## src/rtl/sdm_seq_ctrl.sv

```systemverilog
// sdm_seq_ctrl: start-up and update sequencer for a 3-stage MASH sigma-delta
// modulator. The sequencer buffers one fractional word behind a valid/ready
// handshake. On enable it holds the modulator in clear with zero input, then
// releases the clear and waits for the pipeline to settle. In steady state it
// applies each new word on a single clean clock edge. All outputs are
// registered except cfg_ready, which is a direct function of the pending flop.
module sdm_seq_ctrl #(
    parameter int W          = 10,
    parameter int FLUSH_CYC  = 8,
    parameter int SETTLE_CYC = 4
) (
    input  logic         clk,
    input  logic         rstn,
    input  logic         en,
    input  logic         cfg_valid,
    input  logic [W-1:0] cfg_frac,
    output logic         cfg_ready,
    output logic [W-1:0] sdm_din,
    output logic         sdm_clr_n,
    output logic         sdm_out_valid,
    output logic         upd_pulse,
    output logic [7:0]   upd_cnt,
    output logic [1:0]   state
);

    typedef enum logic [1:0] {
        ST_IDLE   = 2'd0,
        ST_FLUSH  = 2'd1,
        ST_SETTLE = 2'd2,
        ST_RUN    = 2'd3
    } state_t;

    localparam logic [7:0] FLUSH_INIT  = 8'(FLUSH_CYC - 1);
    localparam logic [7:0] SETTLE_INIT = 8'(SETTLE_CYC - 1);

    state_t         r_state;
    state_t         w_state_nxt;
    logic [7:0]     r_cnt;
    logic [7:0]     w_cnt_nxt;
    logic           r_pending;
    logic           w_pending_nxt;
    logic [W-1:0]   r_shadow;
    logic [W-1:0]   w_shadow_nxt;
    logic [W-1:0]   r_act_frac;
    logic [W-1:0]   w_act_frac_nxt;
    logic [W-1:0]   r_din;
    logic [W-1:0]   w_din_nxt;
    logic           r_clr_n;
    logic           w_clr_n_nxt;
    logic           r_out_valid;
    logic           w_out_valid_nxt;
    logic           r_upd_pulse;
    logic           w_upd_pulse_nxt;
    logic [7:0]     r_upd_cnt;
    logic [7:0]     w_upd_cnt_nxt;
    logic           w_accept;

    // The shadow register is free whenever nothing is pending.
    assign cfg_ready = ~r_pending;
    assign w_accept  = cfg_valid & ~r_pending;

    assign sdm_din       = r_din;
    assign sdm_clr_n     = r_clr_n;
    assign sdm_out_valid = r_out_valid;
    assign upd_pulse     = r_upd_pulse;
    assign upd_cnt       = r_upd_cnt;
    assign state         = r_state;

    // Next-state and next-output logic: handshake capture, then FSM sequencing.
    always_comb begin
        w_state_nxt     = r_state;
        w_cnt_nxt       = r_cnt;
        w_pending_nxt   = r_pending;
        w_shadow_nxt    = r_shadow;
        w_act_frac_nxt  = r_act_frac;
        w_din_nxt       = r_din;
        w_clr_n_nxt     = r_clr_n;
        w_out_valid_nxt = r_out_valid;
        w_upd_pulse_nxt = 1'b0;
        w_upd_cnt_nxt   = r_upd_cnt;

        // Accept and apply are mutually exclusive: accept needs pending=0,
        // apply needs pending=1, so the case below never fights this capture.
        if (w_accept) begin
            w_shadow_nxt  = cfg_frac;
            w_pending_nxt = 1'b1;
        end else begin
            w_shadow_nxt  = r_shadow;
        end

        case (r_state)
            ST_IDLE: begin
                w_clr_n_nxt     = 1'b0;
                w_din_nxt       = {W{1'b0}};
                w_out_valid_nxt = 1'b0;
                if (en) begin
                    w_state_nxt = ST_FLUSH;
                    w_cnt_nxt   = FLUSH_INIT;
                end else begin
                    w_state_nxt = ST_IDLE;
                    w_cnt_nxt   = 8'd0;
                end
            end

            ST_FLUSH: begin
                if (!en) begin
                    w_state_nxt     = ST_IDLE;
                    w_clr_n_nxt     = 1'b0;
                    w_din_nxt       = {W{1'b0}};
                    w_out_valid_nxt = 1'b0;
                    w_cnt_nxt       = 8'd0;
                end else if (r_cnt != 8'd0) begin
                    w_cnt_nxt = r_cnt - 8'd1;
                end else begin
                    // Release clear and present the first word on the same edge.
                    w_state_nxt = ST_SETTLE;
                    w_cnt_nxt   = SETTLE_INIT;
                    w_clr_n_nxt = 1'b1;
                    if (r_pending) begin
                        w_din_nxt       = r_shadow;
                        w_act_frac_nxt  = r_shadow;
                        w_pending_nxt   = 1'b0;
                        w_upd_pulse_nxt = 1'b1;
                        w_upd_cnt_nxt   = r_upd_cnt + 8'd1;
                    end else begin
                        w_din_nxt = r_act_frac;
                    end
                end
            end

            ST_SETTLE: begin
                // Words accepted here stay pending until RUN.
                if (!en) begin
                    w_state_nxt     = ST_IDLE;
                    w_clr_n_nxt     = 1'b0;
                    w_din_nxt       = {W{1'b0}};
                    w_out_valid_nxt = 1'b0;
                    w_cnt_nxt       = 8'd0;
                end else if (r_cnt != 8'd0) begin
                    w_cnt_nxt = r_cnt - 8'd1;
                end else begin
                    w_state_nxt     = ST_RUN;
                    w_out_valid_nxt = 1'b1;
                end
            end

            ST_RUN: begin
                // Disable has priority over an apply; the word stays pending.
                if (!en) begin
                    w_state_nxt     = ST_IDLE;
                    w_clr_n_nxt     = 1'b0;
                    w_din_nxt       = {W{1'b0}};
                    w_out_valid_nxt = 1'b0;
                    w_cnt_nxt       = 8'd0;
                end else if (r_pending) begin
                    w_din_nxt       = r_shadow;
                    w_act_frac_nxt  = r_shadow;
                    w_pending_nxt   = 1'b0;
                    w_upd_pulse_nxt = 1'b1;
                    w_upd_cnt_nxt   = r_upd_cnt + 8'd1;
                end else begin
                    w_din_nxt = r_din;
                end
            end

            default: begin
                w_state_nxt     = ST_IDLE;
                w_clr_n_nxt     = 1'b0;
                w_din_nxt       = {W{1'b0}};
                w_out_valid_nxt = 1'b0;
                w_cnt_nxt       = 8'd0;
            end
        endcase
    end

    // State, counter, handshake and registered output flops.
    always_ff @(posedge clk or negedge rstn) begin
        if (!rstn) begin
            r_state     <= ST_IDLE;
            r_cnt       <= 8'd0;
            r_pending   <= 1'b0;
            r_shadow    <= {W{1'b0}};
            r_act_frac  <= {W{1'b0}};
            r_din       <= {W{1'b0}};
            r_clr_n     <= 1'b0;
            r_out_valid <= 1'b0;
            r_upd_pulse <= 1'b0;
            r_upd_cnt   <= 8'd0;
        end else begin
            r_state     <= w_state_nxt;
            r_cnt       <= w_cnt_nxt;
            r_pending   <= w_pending_nxt;
            r_shadow    <= w_shadow_nxt;
            r_act_frac  <= w_act_frac_nxt;
            r_din       <= w_din_nxt;
            r_clr_n     <= w_clr_n_nxt;
            r_out_valid <= w_out_valid_nxt;
            r_upd_pulse <= w_upd_pulse_nxt;
            r_upd_cnt   <= w_upd_cnt_nxt;
        end
    end

endmodule

```

## config.mk

```make
export PLATFORM = sky130hd
export DESIGN_NAME = sdm_seq_ctrl
export DESIGN_NICKNAME = d
export VERILOG_FILES = /design/src/rtl/sdm_seq_ctrl.sv
export SDC_FILE = /design/constraint.sdc
export NUM_CORES = 1
export LEC_CHECK = 0
export ABC_AREA = 0
export BUFFER_PORTS_ARGS = -buffer_cell sky130_fd_sc_hd__clkbuf_2
export CORE_UTILIZATION = 47
export DETAILED_ROUTE_END_ITERATION = 16
export GPL_TIMING_DRIVEN = 0
export HOLD_SLACK_MARGIN = 0.15
export PLACE_DENSITY_LB_ADDON = 0.3
export SETUP_SLACK_MARGIN = 0.4
export SYNTH_ARGS = -nofsm -noshare
export SYNTH_HDL_FRONTEND = slang
export SYNTH_SLANG_ARGS = --single-unit
```

## constraint.sdc

```tcl
create_clock -name clk -period 5.2 [get_ports clk]
set_input_delay 0.52 -clock clk [delete_from_list [all_inputs] [get_ports clk]]
set_output_delay 0.52 -clock clk [all_outputs]
set_load 0.05 [all_outputs]
```

; ---- Word level (Yosys, flattened, before mapping)
; Index checks and enable logic that the tools add are counted.
[totals]
output_inout_bits = 24
elab_cells = 84
ff_bits = 52
[classes]
reduce_logical = 11
mux = 45
n_eq_ne = 14
n_bitwise = 2
n_addsub = 2
[op_table]
columns = cell, count
row1 = $mux 10, 8
row2 = $mux 8, 9
row3 = $pmux 10 s4, 1
row4 = $pmux 8 s4, 1
row5 = $pmux 10 s2, 1
row6 = $pmux 8 s2, 1
row7 = $ne 2x2->1 const B, 7
row8 = $mux 1, 13
row9 = $ne 3x3->1 const B, 4
row10 = $mux 2, 5
row11 = $add 8x1->8 const B, 1
row12 = $pmux 2 s4, 1
row13 = $reduce_bool 8->1, 1
row14 = $sub 8x1->8 const B, 1
row15 = $pmux 1 s3, 2
row16 = $reduce_and 2->1, 3
row17 = $reduce_and 3->1, 2
row18 = $eq 2x2->1 const B, 2
row19 = $pmux 1 s2, 2
row20 = $reduce_and 4->1, 1
row21 = $reduce_or 2->1, 2
row22 = $mux 3, 1
row23 = $eq 2x1->1 const B, 1
row24 = $logic_not 2->1, 1
row25 = 3 further kinds, 3

; ---- Longest topological paths before layout
; Gate-level depths: netlist of run 1.
[logic_depth]
depth_word = 7
mapped_depth = 7
ltp_nobuf = 6

; ---- Worst setup path after synthesis of run 1
; No wires, ideal clock.
[synth_path]
kind = register -> register
start = register r_cnt[0]
end = register r_act_frac[2]
arrival_time_ps = 1740
slack_ps = 3336
path_stages_with_launch = 8
required_time_ps = 5075
n_path_buf = 1
path_cell_list = dfrtp_1 inv_1 ha_1 nor4b_4 a21oi_2 nor2_4 buf_6 mux2_2
[synth_between]
elab_chain_len = 3
[synth_lines]
columns = element, line_no
row1 = "start, declared", 38  ; logic [7:0] r_cnt;
row2 = "start signal, assigned", 191  ; r_cnt <= w_cnt_nxt;
row3 = $reduce_bool 8->1, 112  ; end else if (r_cnt != 8'd0) begin
row4 = $ne 2x2->1 (no source line), n/a
row5 = $reduce_and 4->1 (no source line), n/a
row6 = "end signal, assigned", 183  ; r_act_frac <= {W{1'b0}};
row7 = "end signal, assigned", 194  ; r_act_frac <= w_act_frac_nxt;
row8 = "end, declared", 44  ; logic [W-1:0] r_act_frac;
; No other way between the ends.
; A chain may end at the register's enable or synchronous reset.

; ---- Worst setup path after layout of run 1
[layout_path]
start = register r_cnt[0]
end = register r_act_frac[4]
; Same word-level chain as after synthesis.

==> impl_results.md, run 1 <==
* Status: finished clean
* Fill cells at 463
* Critical path's top delay family: simple AND/OR/NAND/NOR gates
* Worst path required time at 5.39 ns
* Worst-Margin Slew at 0.675 ns
* Clock Skew at 0.00396 ns
* Element type at the critical path start: flip-flop
* # resized after CTS at 0
* GRT Total Usage at 18.9%
* Initial antenna violation count at 0
* Initial Util at 48.8%
* Buf/Inv on CP at 2
* HPWL after DPL at 3.18 mm
* Distinct cells, synth at 42
* Setup repair after global routing missed its margin: false
* Final WL at 4.70 mm
* Main flop type after synthesis: dfrtp_1
* Clock sink count at 52
* Yosys top cell area share at 52.6%
* H-tree level count at 2
* Crit path from: r_cnt[0]$_DFFE_PN0P_
* IO Count at 38
* DIE WIDTH at 74.6 µm
* Met2 Use GR at 29.1%
* Minimum hold slack at 0.442 ns
* Ranking of synthesized cells by area: dfrtp_1 (53%), mux2_2 (14%), mux2i_1 (4.4%)
* Die area at 5560 µm²
* GP Congestion at 0.811
* Most frequent cells in the layout: dfrtp_1 (52), clkbuf_2 (35), mux2_2 (31), nand2_1 (26), mux2i_1 (11)
* CP endpoint kind: flip-flop
* Post-synth EDFFs at 0
* Setup TNS at 0 ns
* Diode count at 0
* Total placed cells including tap cells at 324
* First-pass GRT wire length at 7.76 mm
* Grt total ovfl at 0
* Area leader, netlist: dfrtp_1
* Crit Path Class: reg2reg
* Layout cells sized above 1 at 31.8%
* Design area at 2900 µm²
* Worst min path class: in2reg
* Fin crit share at 41.4%
* M3 GR Usage at 5.01%
* Syn Nets at 234
* Root Buffer: clkbuf_8
* GRT Max-Usage Layer: met2
* FP Rows at 26
* Wire per inst at 14.1 µm
* Slew HR at 55.0%
* CP Cell Sequence: inv_1 > ha_1 > nor4b_4 > a21oi_2 > nor2_4 > buf_6 > mux2_2
* Max Slew Vio Count at 0
* Average size of a mapped cell at 11.4 µm²
* Commonest non-fill, non-tap cell in the layout: dfrtp_1
* Bufs on Longest Clock Path at 2
* Core Area at 5070 µm²
* Die span in y at 74.6 µm
* Pre-antenna DRT Iters at 4
* Final min period at 2.15 ns
* DR vias/cell at 5.43
* Ys async rst share at 100%
* Post-route ant nets at 0
* FF+latch area at 1300 µm²
* Sequential share of the synthesized area at 52.6%
* Post-Synthesis Cells at 218
* Slowest cell on the critical path: dfrtp_1
* Pin count of the biggest net entering global routing at 53
* Worst hold path startpoint: cfg_frac[1]
* Worst-path maximum fanout at 10
* Fin. Hold Viols at 0
* Final setup violation count at 0
* Initial DRC count at 126
* Nets at 279
* CP max stage delay at 0.42 ns
* CTS tree: done
* Finished Layout Cells at 334
* Placed Instance Area at 2740 µm²
* Max cap viols at 0
* Total CTS buffers at 5
* Clk_lat worst skew at 0.30 ns
* Vias in the first global route at 1638
* Met1 Usage GRT at 25.7%
* Leak Pwr at 1.37 nW
* Area of the multi-input gates at 1100 µm²
* Max IR drop VDD at 0.249 mV
* Reg clk slew, reported paths at 0.09 ns
* Synthesized area at 2480 µm²
* YS warnings at 0
* RR Startpoint: r_cnt[0]$_DFFE_PN0P_
* Power Dens Cells at 496 nW/µm²
* Via count at 1812
* Fmax at 464 MHz
* Area growth, synth to finish at 17.1%
* DRC errors left at 0
* Port-buffer cells at 36
* #FFs+latches synth at 52
* Crit path arrival time at 2.35 ns
-- sequential cells by signal (all words and copies together), names as in the netlist --
| signal | count |
|---|---|
| r_act_frac | 10 |
| r_shadow | 10 |
| sdm_din | 10 |
| r_cnt | 8 |
| upd_cnt | 8 |
| state | 2 |
| r_pending | 1 |
| sdm_clr_n | 1 |
| sdm_out_valid | 1 |
| upd_pulse | 1 |
-- synth_stat cells, types with 2 or more instances --
cell       n
a211oi_1   3
a21oi_1    8
a31oi_1    3
and2_1     2
clkbuf_1   9
dfrtp_1   52
ha_1       2
inv_1      6
mux2_2    31
mux2i_1   11
nand2_1   26
nand3_1    4
nand4_1    2
nor2_1     9
nor3_1     7
nor4_1     3
o21ai_0    6
o22ai_1    2
o311ai_0   2
or3_1      2
xor2_1     7
-- final timing paths --
check | endpoint | slack [ns] | cells past startpoint
worst max-delay path | r_act_frac[4]$_DFFE_PN0P_ | 3.05 | 7
worst min-delay path | r_shadow[1]$_DFFE_PN0P_ | 0.44 | 2
worst max register to register | r_act_frac[4]$_DFFE_PN0P_ | 3.05 | 7
worst min register to register | upd_cnt[7]$_DFFE_PN0P_ | 0.47 | 1
max in group asynchronous | r_cnt[2]$_DFFE_PN0P_ | 4.05 | 3
min in group asynchronous | upd_cnt[5]$_DFFE_PN0P_ | 0.64 | 2
-- cells by family (layout without fill, tap and decap cells) --
kind of cell	count (synthesis)	count (layout)	share of synthesized area [%]
flip-flops	52	52	52.6
adder cells (fa/ha/maj)	2	2	1.01
AND/OR/NAND/NOR	64	64	13.2
XOR/XNOR	8	8	2.83
buffers and inverters	18	64	3.18
multiplexers	42	42	18.5
AO/OA/AOI/OAI	32	32	8.64
-- per-stage QoR --
stage	setup slack, ns	utilization [%]	total power, mW
detailed placement	3.08	54.1	1.15
CTS	3.05	56.6	1.45
global placement	3.10	54.1	1.13
finish	3.05	57.1	1.44
global route	2.94	57.1	1.53
floorplan	3.34	-	1.02
-- area by class of cell --
type	instances	area share (%)
well taps	70	3.02
flip-flops and latches	52	44.9
repair buffers	38	7.25
multi-input cells	148	37.8
clock inverters	1	1.04
inverters	6	0.777
plain buffers	12	1.94
clock buffers	7	3.32
-- layer usage --
metal  vias up  share of wire, %
met5         -                 0
met2        52                48
met1       890                46
li1        862                 -
met4         0               1.4
met3         8               5.1
-- power by group --
group,total [mW],internal [mW],switching [mW]
Clock,0.300,0.170,0.130
Combinational,0.535,0.223,0.312
Sequential,0.604,0.523,0.0809
-- repair_timing --
| item | CTS | global route |
|---|---|---|
| hold buffers | 0 | 1 |
| endpoints found under the setup margin | 0 | 0 |
| buffers inserted | 0 | 0 |
| endpoints found under the hold margin | 0 | 13 |
Note: power is estimated with default switching activity, not from simulation.
==> inputs of run 2 (changes only) <==
==> constraint.sdc (replaced) <==
create_clock -name clk -period 2.15 [get_ports clk]
set_input_delay 0.215 -clock clk [delete_from_list [all_inputs] [get_ports clk]]
set_output_delay 0.215 -clock clk [all_outputs]
set_load 0.05 [all_outputs]
==> run 2 against run 1 <==
  * Combinational power rose to 3.1 times the previous value
  * Die area did not move
  * Routed wire length rose by 29%
  * Final cell count rose by 9.3%
  * Critical path type unchanged
==> impl_results.md, run 2 (synthesis results as in run 1) <==
* Status: finished clean
* Vias in the first global route at 1956 (+19%)
* Buf/Inv on CP at 4 (+2)
* CP endpoint kind: flip-flop
* DR vias/cell at 5.51 (+1.6%)
* P_sw at 1.40 mW (+170%)
* Worst-Margin Slew at 0.601 ns (-0.0736 ns)
* Slowest cell on the critical path: dfrtp_1
* RR Endpoint: r_act_frac[3]$_DFFE_PN0P_
* Worst min path class: in2reg
* Crit path arrival time at 2.12 ns (-0.23 ns)
* CP max stage delay at 0.40 ns (-0.02 ns)
* Post-route ant nets at 0 (unchanged)
* Initial Util at 48.8% (unchanged)
* Cell-internal power at 2.50 mW (+170%)
* Initial DRC count at 166 (+32%)
* Wire per inst at 16.6 µm (+18%)
* Slew HR at 59.9% (+4.9 points)
* Max cap viols at 0 (unchanged)
* Reg clk slew, reported paths at 0.09 ns (about the same)
* Layout cells sized above 1 at 42.0% (+10 points)
* Seq pwr share at 38.3% (-3.7 points)
* Switching part of the total at 35.9% (-0.40 points)
* Final setup margin at 0.222 ns (-2.83 ns)
* Pwr Total at 3.90 mW (+170%)
* Via count at 2012 (+11%)
* Worst R2R Path Depth at 9 (+2)
* CP most frequent cell: buf_12
* First-pass GRT wire length at 9.51 mm (+22%)
* Pre-CTS setup slack at 0.0639 ns (-3.02 ns)
* Final min period at 1.93 ns (-0.225 ns)
* Clock sink count at 52 (unchanged)
* Worst-path maximum fanout at 5 (-5)
* Total placed cells including tap cells at 324 (unchanged)
* Placed Instance Area at 2790 µm² (+1.5%)
* Root Buffer: clkbuf_8
* Fin. Hold Viols at 0 (unchanged)
* HPWL after DPL at 3.29 mm (+3.3%)
* IO Count at 38 (unchanged)
* Die span in y at 74.6 µm (unchanged)
* Element type at the critical path start: flip-flop
* CP Cell Sequence: inv_1 > ha_2 > nor4b_4 > buf_6 > a21oi_4 > nor2_4 > buf_12 > buf_12 > mux2_4
* Pin count of the biggest net entering global routing at 53 (unchanged)
* Final setup violation count at 0 (unchanged)
* FP Rows at 26 (unchanged)
* Max IR drop VDD at 0.701 mV (+180%)
* Grt total ovfl at 0 (unchanged)
* Hold Path Stages at 3 (+1)
* Total CTS buffers at 5 (unchanged)
* Power Dens Cells at 1150 nW/µm² (+130%)
* Setup repair after global routing missed its margin: true
* Clock Skew at 0.00939 ns (+0.00543 ns)
* Crit Path Class: reg2reg
* Finished Layout Cells at 365 (+9.3%)
* Worst hold path startpoint: en
* Die area at 5560 µm² (unchanged)
* GRT Total Usage at 22.6% (+3.8 points)
* Diode count at 0 (unchanged)
* Clk pwr share at 19.7% (-1.2 points)
* Bufs on Longest Clock Path at 2 (unchanged)
* Fmax at 519 MHz (+12%)
* H-tree level count at 2 (unchanged)
* Setup TNS at 0 ns (unchanged)
* Port-buffer cells at 36 (unchanged)
* GP Congestion at 0.891 (+9.9%)
* Nets at 311 (+11%)
* Area growth, synth to finish at 36.9%
* Logic pwr share at 42.0% (+4.8 points)
* RR Startpoint: r_cnt[1]$_DFFE_PN0P_
* Final WL at 6.05 mm (+29%)
* Core Area at 5070 µm² (unchanged)
* Leak Pwr at 1.61 nW (+17%)
* R2r setup slk at 0.22 ns (-2.83 ns)
* Initial antenna violation count at 0 (unchanged)
* DIE WIDTH at 74.6 µm (unchanged)
* Worst Hold Path EP: sdm_din[0]$_DFFE_PN0P_
* Clk_lat worst skew at 0.30 ns (about the same)
* Pre-antenna DRT Iters at 4 (unchanged)
* DRC errors left at 0 (unchanged)
* Worst path required time at 2.34 ns (-3.05 ns)
* Fin crit share at 89.7% (+48 points)
* Design area at 3390 µm² (+17%)
* CTS tree: done
* Most frequent cells in the layout: dfrtp_1 (52), clkbuf_2 (39), nand2_1 (25), mux2_2 (20), buf_4 (15)
* Critical path's top delay family: buffers and inverters
* Commonest non-fill, non-tap cell in the layout: dfrtp_1
* Max Slew Vio Count at 0 (unchanged)
-- run 2: cell types whose count changed in the layout (fill, tap and decap cells not counted), moves of 3 or more --
cell,before,now
mux2_2,31,20
buf_4,1,15
nor4_1,3,0
clkbuf_1,9,4
clkbuf_2,35,39
dlygate4sd3_1,1,11
buf_6,1,6
mux2_4,0,11
-- run 2: worst min-delay path: stages --
cell,delay (ns)
clkbuf_1,0.20
nand2_1,0.12
mux2i_1,0.07
-- run 2: cell type report --
type / count / area [µm²]
Multi-Input combinational cell: 148 / 1230
Fill cell: 400 / 1690
Tap cell: 70 / 87.6
Timing Repair Buffer: 70 / 527
Clock buffer: 5 / 68.8
Buffer: 12 / 93.8
Clock inverter: 2 / 60.1
Sequential cell: 52 / 1300
Inverter: 6 / 22.5
-- run 2: per-stage QoR --
stage	utilization [%]	hold WS, ns
after floorplan	-	-0.0806
after global placement	54.9	0.447
after detailed placement	54.9	0.454
after CTS	64.0	0.223
after global routing	66.8	0.368
final	66.8	0.338
-- run 2: worst max path at each step --
stage                                     from                        end  slack [ns]  cells after the start
final                     r_cnt[1]$_DFFE_PN0P_  r_act_frac[3]$_DFFE_PN0P_        0.22                      9
after global routing      r_cnt[1]$_DFFE_PN0P_  r_act_frac[2]$_DFFE_PN0P_        0.17                      9
after CTS                 r_cnt[0]$_DFFE_PN0P_  r_act_frac[6]$_DFFE_PN0P_        0.29                      9
after detailed placement  r_cnt[0]$_DFFE_PN0P_  r_act_frac[3]$_DFFE_PN0P_        0.06                      7
after global placement    r_cnt[0]$_DFFE_PN0P_  r_act_frac[6]$_DFFE_PN0P_        0.11                      7
after floorplan           r_cnt[0]$_DFFE_PN0P_  r_act_frac[2]$_DFFE_PN0P_        0.31                      7
-- run 2: what timing repair did --
item | in CTS | in global routing
endpoints found under the setup margin | 37 | 49
cloned | 2 | 0
endpoints found under the hold margin | 10 | 23
gates resized for setup | 21 | 23
buffers inserted | 15 | 5
hold buffers | 10 | 1
pin swaps | 5 | 7
-- run 2: power groups by stage --
| stage | Combinational, mW | Sequential [mW] | Clock [mW] |
|---|---|---|---|
| global placement | 1.33 | 1.48 | 0 |
| floorplan | 0.832 | 1.71 | 0 |
| detailed placement | 1.36 | 1.50 | 0 |
| finish | 1.64 | 1.49 | 0.769 |
| CTS | 1.54 | 1.49 | 0.782 |
| global route | 1.74 | 1.53 | 0.812 |
-- run 2: layer usage --
metal  track usage (%)  share of wire [%]
met5                 0                  0
met4              9.22                2.1
met3              3.39                3.6
met2              36.6                 51
met1              30.7                 44
==> inputs of run 3 (changes only) <==
--- a/config.mk
+++ b/config.mk
@@ -11,7 +11,7 @@
 export DETAILED_ROUTE_END_ITERATION = 16
 export GPL_TIMING_DRIVEN = 0
 export HOLD_SLACK_MARGIN = 0.15
-export PLACE_DENSITY_LB_ADDON = 0.3
+export PLACE_DENSITY_LB_ADDON = 0.08
 export SETUP_SLACK_MARGIN = 0.4
 export SYNTH_ARGS = -nofsm -noshare
 export SYNTH_HDL_FRONTEND = slang
==> run 3 against run 2 <==
  * Final cell count down 1.1%
  * Sequential share of layout area up 1.5 points
  * Clock power down 25%
  * Routed wire length down 11%
  * Register-to-register slack better by 0.09 ns
  * Die area unchanged
  * Critical path depth down 3
  * Setup slack better by 0.086 ns
  * Core utilization down 2.5 points
  * Clock skew down 0.0017 ns
  * Final area down 3.7%
  * Sequential power about the same
  * Critical endpoint is now r_cnt[5]$_DFFE_PN0P_
==> impl_results.md, run 3 (synthesis results as in run 1) <==
* Status: finished clean
* Seq pwr share at 41.3% (+3.0 points)
* Root Buffer: clkbuf_8
* Critical path's top delay family: simple AND/OR/NAND/NOR gates
* Clock Skew at 0.00771 ns (-0.00169 ns)
* P_sw at 1.37 mW (-2.3%)
* Element type at the critical path start: flip-flop
* Final setup violation count at 0 (unchanged)
* Slowest cell on the critical path: dfrtp_1
* Crit path arrival time at 2.08 ns (-0.04 ns)
* Post-route ant nets at 0 (unchanged)
* Worst min path class: in2reg
* Final WL at 5.40 mm (-11%)
* Diode count at 0 (unchanged)
* Bufs on Longest Clock Path at 2 (unchanged)
* Worst-path maximum fanout at 3 (-2)
* First-pass GRT wire length at 8.96 mm (-5.7%)
* Minimum hold slack at 0.303 ns (-0.0344 ns)
* Nets at 306 (-1.6%)
* Crit path from: r_cnt[0]$_DFFE_PN0P_
* Fmax at 543 MHz (+4.7%)
* Logic pwr share at 42.7% (+0.7 points)
* Pin count of the biggest net entering global routing at 53 (unchanged)
* CP max stage delay at 0.41 ns (about the same)
* HPWL after DPL at 3.22 mm (-2.1%)
* Layout cells sized above 1 at 40.5% (-1.5 points)
* GP Congestion at 0.818 (-8.2%)
* Slew HR at 62.1% (+2.3 points)
* Area growth, synth to finish at 31.8%
* CP most frequent cell: or3_4
* H-tree level count at 2 (unchanged)
* Vias in the first global route at 1798 (-8.1%)
* CP Cell Sequence: buf_4 > or3_4 > clkbuf_8 > or3_4 > o31a_1 > o22ai_1
* Reg clk slew, reported paths at 0.09 ns (about the same)
* Total CTS buffers at 5 (unchanged)
* Clk pwr share at 16.0% (-3.7 points)
* DRC errors left at 0 (unchanged)
* Max cap viols at 0 (unchanged)
* Max IR drop VDD at 0.523 mV (-25%)
* Max Slew Vio Count at 0 (unchanged)
* Power Dens Cells at 1100 nW/µm² (-4.5%)
* Worst path required time at 2.38 ns (+0.04 ns)
* IO Count at 38 (unchanged)
* FP Rows at 26 (unchanged)
* Worst-Margin Slew at 0.567 ns (-0.0339 ns)
* Setup TNS at 0 ns (unchanged)
* DR vias/cell at 5.23 (-5.1%)
* Buf/Inv on CP at 2 (-2)
* FF+latch area at 1300 µm² (about the same)
* Final setup margin at 0.308 ns (+0.0862 ns)
* RR Startpoint: r_cnt[0]$_DFFE_PN0P_
* Worst hold path startpoint: en
* Setup repair after global routing missed its margin: true
* Initial antenna violation count at 0 (unchanged)
* CTS tree: done
* Crit Path Class: reg2reg
* Commonest non-fill, non-tap cell in the layout: dfrtp_1
* Leak Pwr at 1.55 nW (-3.9%)
* Final min period at 1.84 ns (-0.0862 ns)
* Clk_lat worst skew at 0.31 ns (about the same)
* Cell-internal power at 2.22 mW (-11%)
* Port-buffer cells at 36 (unchanged)
* Fin crit share at 85.7% (-4.0 points)
* Area of the multi-input gates at 1190 µm² (-2.9%)
* Most frequent cells in the layout: dfrtp_1 (51), clkbuf_2 (38), nand2_1 (25), mux2_2 (23)
* Core Area at 5070 µm² (unchanged)
* DIE WIDTH at 74.6 µm (unchanged)
* Fill cells at 427 (+6.8%)
* Initial DRC count at 112 (-33%)
* Pre-antenna DRT Iters at 4 (unchanged)
* Switching part of the total at 38.2% (+2.3 points)
* Die span in y at 74.6 µm (unchanged)
* Fin. Hold Viols at 0 (unchanged)
* Via count at 1889 (-6.1%)
* Initial Util at 48.8% (unchanged)
* Clock sink count at 52 (unchanged)
* Wire per inst at 15.0 µm (-9.7%)
* Pre-CTS setup slack at 0.101 ns (+0.0375 ns)
* CP endpoint kind: flip-flop
* Die area at 5560 µm² (unchanged)
* Grt total ovfl at 0 (unchanged)
* GRT Total Usage at 22.2% (-0.48 points)
run 3: cell count changes in the layout (fill, tap and decap cells not counted), sizes merged:
cell,change
inv,+1
clkinvlp,+1
bufinv,-2
clkbuf,-1
buf,-4
clkinv,+1
run 3: power groups by stage:
stage / combinational, mW / clock, mW / sequential, mW
2_1_floorplan: 0.832 / 0 / 1.71
3_3_place_gp: 1.34 / 0 / 1.49
5_1_grt: 1.64 / 0.627 / 1.53
3_5_place_dp: 1.35 / 0 / 1.49
6_report: 1.53 / 0.574 / 1.48
4_1_cts: 1.50 / 0.594 / 1.48
run 3: area by class of cell:
type	instances	share of cell area (%)
Buffer	12	2.76
Timing Repair Buffer	65	14.6
Tap cell	70	2.68
Clock buffer	5	2.11
Clock inverter	3	0.652
Inverter	6	0.690
Sequential cell	52	39.9
Multi-Input combinational cell	148	36.6
run 3: layer usage:
layer / global-route usage (%) / part of all wire, % / wire length (µm) / vias to the layer above
met1: 29.1 / 47 / 2520 / 921
met5: 0 / 0 / 0 / -
met2: 35.6 / 48 / 2610 / 43
li1: - / - / - / 916
met3: 4.74 / 3.4 / 186 / 9
met4: 9.43 / 1.6 / 85 / 0
run 3: per-stage QoR:
| stage | util, % | total power, mW | instance area [µm²] | cells |
|---|---|---|---|---|
| 3_3_place_gp | 54.9 | 2.82 | 2790 | 324 |
| 2_1_floorplan | - | 2.54 | 2520 | 218 |
| 3_5_place_dp | 54.9 | 2.85 | 2790 | 324 |
| 5_1_grt | 64.3 | 3.79 | 3260 | 361 |
| 4_1_cts | 62.5 | 3.57 | 3170 | 358 |
| 6_report | 64.3 | 3.59 | 3260 | 361 |
run 3: final timing paths:
path                                                to  slack, ns  cells past startpoint
worst max-delay path              r_cnt[5]$_DFFE_PN0P_       0.31                      6
worst min-delay path            sdm_din[0]$_DFFE_PN0P_       0.30                      3
worst max register to register    r_cnt[5]$_DFFE_PN0P_       0.31                      6
worst min register to register  upd_cnt[7]$_DFFE_PN0P_       0.47                      1
max in group asynchronous         r_cnt[3]$_DFFE_PN0P_       1.26                      3
min in group asynchronous       upd_cnt[5]$_DFFE_PN0P_       0.35                      2
run 3: repair_timing:
item,in CTS,in global routing
buffers inserted,14,1
pin swaps,8,4
hold endpoints to repair,10,16
endpoints found under the setup margin,36,50
cloned,2,0
gates resized for setup,16,21
hold buffers,10,1
run 3: worst min-delay path, stage by stage:
cell and delay (ns):
clkbuf_1 0.19, nand2_1 0.11, mux2i_1 0.06
